===== config.mk =====
export PLATFORM = sky130hd
export DESIGN_NAME = z80fi_insn_spec_ld_blk
export DESIGN_NICKNAME = d
export VERILOG_FILES = /design/src/rtl/z80fi_pkg.sv /design/src/rtl/z80fi_ld_blk_calc.sv /design/src/rtl/z80fi_insn_spec_ld_blk.sv
export SDC_FILE = /design/constraint.sdc
export NUM_CORES = 1
export LEC_CHECK = 0
export CORE_MARGIN = 1
export CORE_UTILIZATION = 41
export DETAILED_ROUTE_END_ITERATION = 16
export GPL_ROUTABILITY_DRIVEN = 0
export PLACE_DENSITY = 0.78
export SKIP_CTS_REPAIR_TIMING = 1
export SLEW_MARGIN = 20
export SYNTH_ARGS = -nofsm -noshare
export SYNTH_HDL_FRONTEND = slang
export SYNTH_SLANG_ARGS = --single-unit

===== constraint.sdc =====
create_clock -name clk -period 6.1 [get_ports clk]
set_input_delay 1.525 -clock clk [delete_from_list [all_inputs] [get_ports clk]]
set_output_delay 1.525 -clock clk [all_outputs]
set_load 0.005 [all_outputs]

===== src/rtl/z80fi_pkg.sv =====
// Shared Z80 formal-interface definitions: spec-signal layout, block-move opcodes,
// sequencer state encoding and the block-move flag helper.
package z80fi_pkg;

  localparam int unsigned SPEC_SIG_W = 16;

  // One bit per architectural resource a spec may claim to update or access.
  typedef struct packed {
    logic [4:0] rsvd;
    logic       mem_wr;
    logic       mem_rd;
    logic       sp;
    logic       iy;
    logic       ix;
    logic       hl;
    logic       de;
    logic       bc;
    logic       f;
    logic       a;
    logic       ip;
  } spec_sig_t;

  typedef enum logic {
    ST_IDLE   = 1'b0,
    ST_ACTIVE = 1'b1
  } ld_blk_state_t;

  localparam logic [7:0] OP_PREFIX_ED = 8'hED;
  localparam logic [7:0] OP_LDI       = 8'hA0;
  localparam logic [7:0] OP_LDD       = 8'hA8;
  localparam logic [7:0] OP_LDIR      = 8'hB0;
  localparam logic [7:0] OP_LDDR      = 8'hB8;

  // Undocumented bits 5/3 come from A plus the transferred byte.
  function automatic logic [7:0] ld_blk_flags(input logic [7:0] f_in,
                                              input logic [7:0] a_in,
                                              input logic [7:0] rdata,
                                              input logic       bc_nz);
    logic [7:0] t;
    t = a_in + rdata;
    return {f_in[7], f_in[6], t[1], 1'b0, t[3], bc_nz, 1'b0, f_in[0]};
  endfunction

endpackage


===== src/rtl/z80fi_ld_blk_calc.sv =====
// Combinational decode and result calculation for LDI/LDD/LDIR/LDDR.
// All result outputs are zero whenever the instruction is not matched.
module z80fi_ld_blk_calc
  import z80fi_pkg::*;
#(
  parameter bit ENABLE_REPEAT = 1'b1
) (
  input  logic                  i_valid,
  input  logic [15:0]           i_insn,
  input  logic [2:0]            i_insn_len,
  input  logic [15:0]           i_ip,
  input  logic [15:0]           i_hl,
  input  logic [15:0]           i_de,
  input  logic [15:0]           i_bc,
  input  logic [7:0]            i_a,
  input  logic [7:0]            i_f,
  input  logic [7:0]            i_rdata,
  output logic                  o_match,
  output logic                  o_repeat,
  output logic                  o_bc_nz,
  output logic [SPEC_SIG_W-1:0] o_signals,
  output logic [15:0]           o_ip,
  output logic [15:0]           o_hl,
  output logic [15:0]           o_de,
  output logic [15:0]           o_bc,
  output logic [7:0]            o_f,
  output logic [15:0]           o_raddr,
  output logic [15:0]           o_waddr,
  output logic [7:0]            o_wdata
);

  logic [7:0]  w_op;
  logic        w_is_single;
  logic        w_is_repeat;
  logic        w_decrement;
  logic [15:0] w_bc_dec;
  logic        w_bc_nz;
  spec_sig_t   w_sig;

  assign w_op        = i_insn[15:8];
  assign w_is_single = (w_op == OP_LDI) || (w_op == OP_LDD);
  assign w_is_repeat = ENABLE_REPEAT && ((w_op == OP_LDIR) || (w_op == OP_LDDR));
  assign w_decrement = (w_op == OP_LDD) || (w_op == OP_LDDR);
  assign w_bc_dec    = i_bc - 16'd1;
  assign w_bc_nz     = (w_bc_dec != 16'd0);

  always_comb begin
    w_sig        = '0;
    w_sig.ip     = 1'b1;
    w_sig.hl     = 1'b1;
    w_sig.de     = 1'b1;
    w_sig.bc     = 1'b1;
    w_sig.f      = 1'b1;
    w_sig.mem_rd = 1'b1;
    w_sig.mem_wr = 1'b1;
  end

  always_comb begin
    o_match   = 1'b0;
    o_repeat  = 1'b0;
    o_bc_nz   = 1'b0;
    o_signals = '0;
    o_ip      = '0;
    o_hl      = '0;
    o_de      = '0;
    o_bc      = '0;
    o_f       = '0;
    o_raddr   = '0;
    o_waddr   = '0;
    o_wdata   = '0;
    if (i_valid && (i_insn_len == 3'd2) && (i_insn[7:0] == OP_PREFIX_ED) &&
        (w_is_single || w_is_repeat)) begin
      o_match   = 1'b1;
      o_repeat  = w_is_repeat;
      o_bc_nz   = w_bc_nz;
      o_signals = SPEC_SIG_W'(w_sig);
      o_hl      = w_decrement ? (i_hl - 16'd1) : (i_hl + 16'd1);
      o_de      = w_decrement ? (i_de - 16'd1) : (i_de + 16'd1);
      o_bc      = w_bc_dec;
      // A repeat that still has work to do re-executes the same instruction.
      o_ip      = (w_is_repeat && w_bc_nz) ? i_ip : (i_ip + 16'd2);
      o_f       = ld_blk_flags(i_f, i_a, i_rdata, w_bc_nz);
      o_raddr   = i_hl;
      o_waddr   = i_de;
      o_wdata   = i_rdata;
    end
  end

endmodule


===== src/rtl/z80fi_insn_spec_ld_blk.sv =====
// Block-move instruction spec (LDI/LDD/LDIR/LDDR) with a sequencer that tracks
// repeat sequences across retirements and flags broken register continuity.
module z80fi_insn_spec_ld_blk
  import z80fi_pkg::*;
#(
  parameter int unsigned ITER_W           = 16,
  parameter bit          ENABLE_REPEAT    = 1'b1,
  parameter bit          CHECK_CONTINUITY = 1'b1
) (
  input  logic                  clk,
  input  logic                  reset_n,
  input  logic                  z80fi_valid,
  input  logic [31:0]           z80fi_insn,
  input  logic [2:0]            z80fi_insn_len,
  input  logic [15:0]           z80fi_reg_ip_in,
  input  logic [15:0]           z80fi_reg_hl_in,
  input  logic [15:0]           z80fi_reg_de_in,
  input  logic [15:0]           z80fi_reg_bc_in,
  input  logic [7:0]            z80fi_reg_a_in,
  input  logic [7:0]            z80fi_reg_f_in,
  input  logic [7:0]            z80fi_mem_rdata,
  output logic                  spec_valid,
  output logic [SPEC_SIG_W-1:0] spec_signals,
  output logic [15:0]           spec_reg_ip_out,
  output logic [15:0]           spec_reg_hl_out,
  output logic [15:0]           spec_reg_de_out,
  output logic [15:0]           spec_reg_bc_out,
  output logic [15:0]           spec_mem_raddr,
  output logic [15:0]           spec_mem_waddr,
  output logic [7:0]            spec_reg_f_out,
  output logic [7:0]            spec_mem_wdata,
  output logic                  seq_active,
  output logic [ITER_W-1:0]     iter_count,
  output logic                  seq_err
);

  ld_blk_state_t     r_state;
  logic [ITER_W-1:0] r_iter_count;
  logic              r_seq_err;
  logic [15:0]       r_exp_hl;
  logic [15:0]       r_exp_de;
  logic [15:0]       r_exp_bc;
  logic [15:0]       r_exp_ip;
  logic [7:0]        r_exp_op;

  logic              w_repeat;
  logic              w_bc_nz;
  logic [7:0]        w_op;
  logic              w_regs_match;
  logic              w_unused;

  assign w_op     = z80fi_insn[15:8];
  assign w_unused = ^z80fi_insn[31:16];

  z80fi_ld_blk_calc #(
    .ENABLE_REPEAT (ENABLE_REPEAT)
  ) u_calc (
    .i_valid    (z80fi_valid),
    .i_insn     (z80fi_insn[15:0]),
    .i_insn_len (z80fi_insn_len),
    .i_ip       (z80fi_reg_ip_in),
    .i_hl       (z80fi_reg_hl_in),
    .i_de       (z80fi_reg_de_in),
    .i_bc       (z80fi_reg_bc_in),
    .i_a        (z80fi_reg_a_in),
    .i_f        (z80fi_reg_f_in),
    .i_rdata    (z80fi_mem_rdata),
    .o_match    (spec_valid),
    .o_repeat   (w_repeat),
    .o_bc_nz    (w_bc_nz),
    .o_signals  (spec_signals),
    .o_ip       (spec_reg_ip_out),
    .o_hl       (spec_reg_hl_out),
    .o_de       (spec_reg_de_out),
    .o_bc       (spec_reg_bc_out),
    .o_f        (spec_reg_f_out),
    .o_raddr    (spec_mem_raddr),
    .o_waddr    (spec_mem_waddr),
    .o_wdata    (spec_mem_wdata)
  );

  assign w_regs_match = (z80fi_reg_hl_in == r_exp_hl) && (z80fi_reg_de_in == r_exp_de) &&
                        (z80fi_reg_bc_in == r_exp_bc) && (z80fi_reg_ip_in == r_exp_ip);

  // Repeat-sequence tracker; only retirement cycles move it.
  always_ff @(posedge clk or negedge reset_n) begin
    if (!reset_n) begin
      r_state      <= ST_IDLE;
      r_iter_count <= '0;
      r_seq_err    <= 1'b0;
      r_exp_hl     <= '0;
      r_exp_de     <= '0;
      r_exp_bc     <= '0;
      r_exp_ip     <= '0;
      r_exp_op     <= '0;
    end else if (z80fi_valid) begin
      case (r_state)
        ST_IDLE: begin
          if (spec_valid && w_repeat) begin
            r_iter_count <= ITER_W'(1);
            if (w_bc_nz) begin
              r_state  <= ST_ACTIVE;
              r_exp_hl <= spec_reg_hl_out;
              r_exp_de <= spec_reg_de_out;
              r_exp_bc <= spec_reg_bc_out;
              r_exp_ip <= z80fi_reg_ip_in;
              r_exp_op <= w_op;
            end
          end
        end
        ST_ACTIVE: begin
          if (spec_valid && (w_op == r_exp_op)) begin
            if (CHECK_CONTINUITY && !w_regs_match) begin
              r_seq_err <= 1'b1;
            end
            if (r_iter_count != {ITER_W{1'b1}}) begin
              r_iter_count <= r_iter_count + ITER_W'(1);
            end
            if (w_bc_nz) begin
              r_exp_hl <= spec_reg_hl_out;
              r_exp_de <= spec_reg_de_out;
              r_exp_bc <= spec_reg_bc_out;
              r_exp_ip <= z80fi_reg_ip_in;
            end else begin
              r_state <= ST_IDLE;
            end
          end else begin
            // Anything else retiring mid-sequence means it was interrupted.
            if (CHECK_CONTINUITY) begin
              r_seq_err <= 1'b1;
            end
            r_state      <= ST_IDLE;
            r_iter_count <= '0;
          end
        end
        default: r_state <= ST_IDLE;
      endcase
    end
  end

  assign seq_active = (r_state == ST_ACTIVE);
  assign iter_count = r_iter_count;
  assign seq_err    = r_seq_err;

endmodule


## Word level (Yosys, flattened, before mapping)

Index checks and enable logic that the tools add are counted.

- Add/sub/neg operators: 8
- $mul: 0
- Divide/modulo/power cells: 0
- Order comparisons: 0
- Eq/ne operators: 16
- Shifts and indexed selects: 0
- Multiplexer cells: 41
- Bitwise gates (word level): 1
- Reductions and logical operators: 18

Operators by type and width:

| operator | number |
|---|---|
| 16-bit two-way mux | 24 |
| 16-bit case mux with 2 select lines | 5 |
| 16-bit == test | 4 |
| 16-bit by 1-bit adder with 16-bit output, second input constant | 3 |
| 16-bit by 1-bit subtractor with 16-bit output, second input constant | 3 |
| 8-bit == test, second input constant | 5 |
| 16-bit by 2-bit adder with 16-bit output, second input constant | 1 |
| 8-bit two-way mux | 2 |
| 16-bit != test, second input constant | 1 |
| 16-bit nonzero test | 1 |
| 11-bit two-way mux | 1 |
| 1-bit logical AND | 9 |
| 3-bit AND reduction | 3 |
| 8-bit == test | 1 |
| 1-bit two-way mux | 8 |
| 4-bit adder | 1 |
| 1-bit logical OR | 4 |
| 2-bit != test, second input constant | 2 |
| 4-bit AND reduction | 1 |
| 3-bit by 2-bit == test with 1-bit output, second input constant | 1 |
| 3-bit by 2-bit != test with 1-bit output, second input constant | 1 |
| 2-bit by 1-bit != test with 1-bit output, second input constant | 1 |
| 1-bit case mux with 2 select lines | 1 |
| 1-bit inverter | 1 |

- Register bits: 90
- Latch bits: 0
- RAM bits: 0
- Memory bits (read-only): 0
- Bits of input ports: 126
- Output and inout bits: 147
- Logic and storage cells: 92
- Memories: 0

## Longest topological paths before layout

- Depth after elaboration: 8
- Mapped depth: 12
- Gate-level depth less buffers: 11

## Modules after synthesis

A second synthesis with hierarchy kept.

- Cells, all modules: 783
- Area total of the unflattened synthesis: 7518.5 um^2

By module, submodules not included:

| module | times used | cells an instance | area each (um^2) | seq. area each (um^2) |
|---|---|---|---|---|
| z80fi_insn_spec_ld_blk | 1 | 360 | 4723.3 | 2252.2 |
| z80fi_ld_blk_calc | 1 | 423 | 2795.2 | 0.0 |

## Worst setup path after synthesis

Ideal clock, no wire load.

- Path type: input to output
- From: input z80fi_insn[14]
- To: output spec_reg_de_out[14]
- Data arrival time: 4.644 ns
- Required time: 4.575 ns
- Setup slack: -0.069 ns
- Stages: 11
- Buffers on the path: 0
- Cell sequence: nor4bb_1 nand3_1 inv_1 ha_1 a211o_1 a2111oi_0 o21ai_0 a41oi_1 o21ai_0 xnor2_1 nor2_1

- Longest elaborated chain between the ends: 5
- Elaborated cells between the ends (all ways): 11
- Those cells by class: eq/ne: 4; mux: 2; reduce/logical: 5

Ends and longest elaborated chain:

| item | RTL line | text |
|---|---|---|
| start, declared | z80fi_insn_spec_ld_blk.sv:13 | `input logic [31:0] z80fi_insn,` |
| 8-bit == test (on tied branches) | z80fi_ld_blk_calc.sv:41, z80fi_ld_blk_calc.sv:43, z80fi_ld_blk_calc.sv:42 |  |
| 1-bit logical OR (on tied branches) | z80fi_ld_blk_calc.sv:41, z80fi_ld_blk_calc.sv:42 |  |
| 1-bit logical OR | z80fi_ld_blk_calc.sv:72 | `(w_is_single \|\| w_is_repeat)) begin` |
| 1-bit logical AND | z80fi_ld_blk_calc.sv:71 | `if (i_valid && (i_insn_len == 3'd2) && (i_insn[7:0] == OP_PREFIX_ED) &&` |
| 16-bit two-way mux (*) | z80fi_ld_blk_calc.sv:71 |  |
| end, declared | z80fi_insn_spec_ld_blk.sv:26 | `output logic [15:0] spec_reg_de_out,` |

Mark *: on every way between the ends. The rest lies on a longest branch, timed or not.

## Worst setup path after layout

- From: input z80fi_insn[15]
- To: output spec_reg_hl_out[11]

- Longest elaborated chain between the ends: 5
- Elaborated cells between the ends (all ways): 11
- Those cells by class: eq/ne: 4; mux: 2; reduce/logical: 5

Ends and longest elaborated chain:

| item | RTL line | text |
|---|---|---|
| 8-bit == test (on tied branches) | z80fi_ld_blk_calc.sv:41, z80fi_ld_blk_calc.sv:43, z80fi_ld_blk_calc.sv:42 |  |
| 1-bit logical OR (on tied branches) | z80fi_ld_blk_calc.sv:41, z80fi_ld_blk_calc.sv:42 |  |
| 1-bit logical OR | z80fi_ld_blk_calc.sv:72 |  |
| 1-bit logical AND | z80fi_ld_blk_calc.sv:71 |  |
| 16-bit two-way mux (*) | z80fi_ld_blk_calc.sv:71 |  |
| end, declared | z80fi_insn_spec_ld_blk.sv:25 | `output logic [15:0] spec_reg_hl_out,` |

Marked as above.

==> impl_metrics.env <==
export IMPL_outcome="finished with violations"
export IMPL_failed_checks="setup timing"
export IMPL_reg2reg_setup_slack_ns=3.44
export IMPL_grt_overflow=0
export IMPL_ant_nets=0
export IMPL_path_clk_slew_ns=0.06
export IMPL_netlist_area_mm2=0.00737
export IMPL_placedCellCount=1371
export IMPL_coreArea_mm2=0.0174
export IMPL_final_util_pct=67.6
export IMPL_drive_gt1_share_pct=20.8
export IMPL_total_power_uw=1560
export IMPL_fmax_ghz=0.163
export IMPL_wl_met1_um=11200
export IMPL_wirelength_um=26000
export IMPL_h_tree_depth=3
export IMPL_synth_top_area_share_pct=30.6
export IMPL_dpl_hpwl_um=19100
export IMPL_ir_drop_uv=141
export IMPL_leakage_uw=0.00570
export IMPL_min_period_over_period_pct=101
export IMPL_drc=0
export IMPL_clkLatencyLatePin_ns=0.35
export IMPL_crit_path_end_kind="output port"
export IMPL_layout_cells_non_filler=1403
export IMPL_synth_cells=825
export IMPL_arrival_ns=4.61
export IMPL_worstReg2RegEnd="iter_count[0]"
export IMPL_slew_viol_final=0
export IMPL_root_buffer="clkbuf_16"
export IMPL_worst_hold_slack_ns=0.496
export IMPL_wl_met2_um=12600
export IMPL_drt_pre_antenna_iters=5
export IMPL_setup_ws_ns=-0.0391
export IMPL_start_util_pct=42.3
export IMPL_cts_tree="built"
export IMPL_wl_met3_um=1510
export IMPL_cts_buffers=9
export IMPL_die_area_mm2=0.0185
export IMPL_die_height_um=136
export IMPL_wl_per_cell_um=18.6
export IMPL_synth_top_area_cell="dfrtp_1"
export IMPL_vias=7809
export IMPL_maxSlewHeadroom_pct=57.5
export IMPL_grt_pass1_vias=7278
export IMPL_critPathMaxFanout=7
export IMPL_worstReg2RegStart="r_exp_op[7]"
export IMPL_cts_path_max_buffers=2
export IMPL_fin_crit_ns=6.14
export IMPL_synth_area_top_cells="dfrtp_1 (31%), xnor2_1 (12%), mux2_1 (7.5%), ha_1 (6.1%), and3_1 (4.9%)"
export IMPL_drt_iter0_markers=531
export IMPL_finalNetCount=1337
export IMPL_r2r_cells=6
export IMPL_min_path_type="reg2reg"
export IMPL_crit_type="in2out"
export IMPL_io_pins=273
export IMPL_synth_flop_cell="dfrtp_1"
export IMPL_hold_viol=0
export IMPL_synthToLayoutAreaGrowth_pct=59.7
export IMPL_grt_pass1_wl_um=38100
export IMPL_crit_required_ns=4.58
export IMPL_synth_seq_cells=90
export IMPL_crit_start="z80fi_insn[15]"
export IMPL_tightestPinTransition_ns=0.637
export IMPL_grt_antenna_before_repair=1
export IMPL_synth_edff_count=0
export IMPL_setup_violations=1
export IMPL_rsz0062_at_grt="yes"
export IMPL_n_antenna_cell=0
export IMPL_numPortBuffers=236
export IMPL_critPathLaunchType="input port"
export IMPL_avgViaCountPerCell=5.57
export IMPL_ys_seq_area_share_pct=30.6
export IMPL_yosys_warnings=0
export IMPL_fin_skew_ns=0.00663
export IMPL_grt_max_degree=48
export IMPL_ys_types=66
export IMPL_highest_layer="met5"
export IMPL_grtUsageTotal_pct=26.7
export IMPL_num_rows=48
export IMPL_powerDensity_mw_per_mm2=132
export IMPL_avgSynthCellArea_um2=8.93
export IMPL_die_width_um=136
export IMPL_clock_sinks=90
export IMPL_synth_async_reset_ratio_pct=100
export IMPL_drv_cap=0
export IMPL_cp_endpoint="spec_reg_hl_out[11]"
[Yosys cell counts, types with 15 or more instances]
cell	n
buf_4	18
o21ai_0	20
inv_1	16
a21oi_1	28
and3_1	58
clkbuf_1	23
dfrtp_1	90
mux2_1	49
nand4_1	27
xor2_1	25
nand3_1	17
nor3_1	15
nor2_1	83
nand2_1	46
ha_1	36
xnor2_1	101
[logic make-up after synthesis]
family / synth area share (%)
and+or+nand+nor: 23.1
xor gates and xnor gates: 15.0
AOI/OAI and AO/OA: 11.2
DFF: 30.6
buffers and inverters: 4.75
muxes: 8.69
adders and majority gates: 6.66
other: 0.0509
[registers in the layout, summed over array words and instances (netlist names)]
name and flops:
seq_err 1, seq_active 1, r_exp_op 8, r_exp_bc 16, r_exp_ip 16, iter_count 16, r_exp_de 16, r_exp_hl 16
[metal layers]
layer  vias to the layer above  track usage (%)
met3                        51             4.40
met5                         -                0
met1                      3813             35.0
met2                       303             44.9
met4                         2             7.47
li1                       3640                -
[final cells by class]
class,instances,area (um^2)
Multi-Input combinational cell,675,5230
Inverter,16,63.8
Clock inverter,6,114
Tap cell,225,282
Timing Repair Buffer,381,3590
Clock buffer,10,239
Fill cell,1320,5650
Sequential cell,90,2250
[worst min path at each step]
stage / startpoint / endpoint / slack [ns] / cells after the start
2_1_floorplan: r_exp_op[4] / r_exp_op[4] / 0.46 / 1
3_3_place_gp: r_exp_op[7] / r_exp_op[7] / 0.48 / 1
3_5_place_dp: r_exp_op[7] / r_exp_op[7] / 0.48 / 1
4_1_cts: r_exp_op[7] / r_exp_op[7] / 0.50 / 1
5_1_grt: r_exp_op[7] / r_exp_op[7] / 0.52 / 1
6_report: r_exp_op[7] / r_exp_op[7] / 0.50 / 1
[power by group]
part | internal (uW) | switching, uW | total (uW)
Clock | 413 | 252 | 665
Sequential | 598 | 1.48 | 599
Combinational | 155 | 139 | 294
[layout by cell type (no fill, tap or decap), types with 4 or more instances in the layout]
| cell type | n |
|---|---|
| a21oi_1 | 14 |
| buf_4 | 135 |
| a21o_1 | 5 |
| o21ai_1 | 11 |
| and3_1 | 58 |
| ha_4 | 8 |
| dlymetal6s2s_1 | 30 |
| or4_1 | 4 |
| xor2_1 | 24 |
| inv_1 | 15 |
| or3_1 | 10 |
| nor3b_1 | 6 |
| buf_6 | 7 |
| o21ai_0 | 18 |
| nor4_1 | 7 |
| nand4_1 | 27 |
| a21oi_2 | 12 |
| a211o_1 | 5 |
| o31ai_1 | 7 |
| mux2_1 | 49 |
| conb_1 | 11 |
| clkbuf_16 | 10 |
| nor2_1 | 80 |
| clkdlybuf4s50_1 | 202 |
| a211oi_1 | 4 |
| ha_1 | 28 |
| mux2_2 | 7 |
| nand3_2 | 5 |
| nand2_1 | 45 |
| dfrtp_1 | 90 |
| nand2b_1 | 8 |
| xnor2_1 | 101 |
| and2_1 | 9 |
| nor3_1 | 12 |
| o211ai_1 | 6 |
| nand3_1 | 13 |
[stage by stage]
| stage | setup slack (ns) | area (um^2) | setup TNS (ns) |
|---|---|---|---|
| floorplan | 0.150 | 7410 | 0 |
| global placement | -0.805 | 10800 | -15.69 |
| detailed placement | -0.833 | 10800 | -16.05 |
| CTS | -0.900 | 11100 | -17.20 |
| global route | -0.145 | 11800 | -0.444 |
| finish | -0.0391 | 11800 | -0.0391 |
[worst max-delay path, stage by stage]
cell and delay, ns:
dlymetal6s2s_1 0.13, nor4bb_4 0.16, nand3_2 0.13, clkinvlp_4 0.28, clkbuf_16 0.27, ha_1 0.24
or3_1 0.43, nor3_4 0.26, buf_4 0.17, o31ai_4 0.07, a211oi_2 0.28, a2111oi_2 0.06
buf_4 0.15, clkdlybuf4s50_1 0.45
Power figures use the tool's default switching activity.
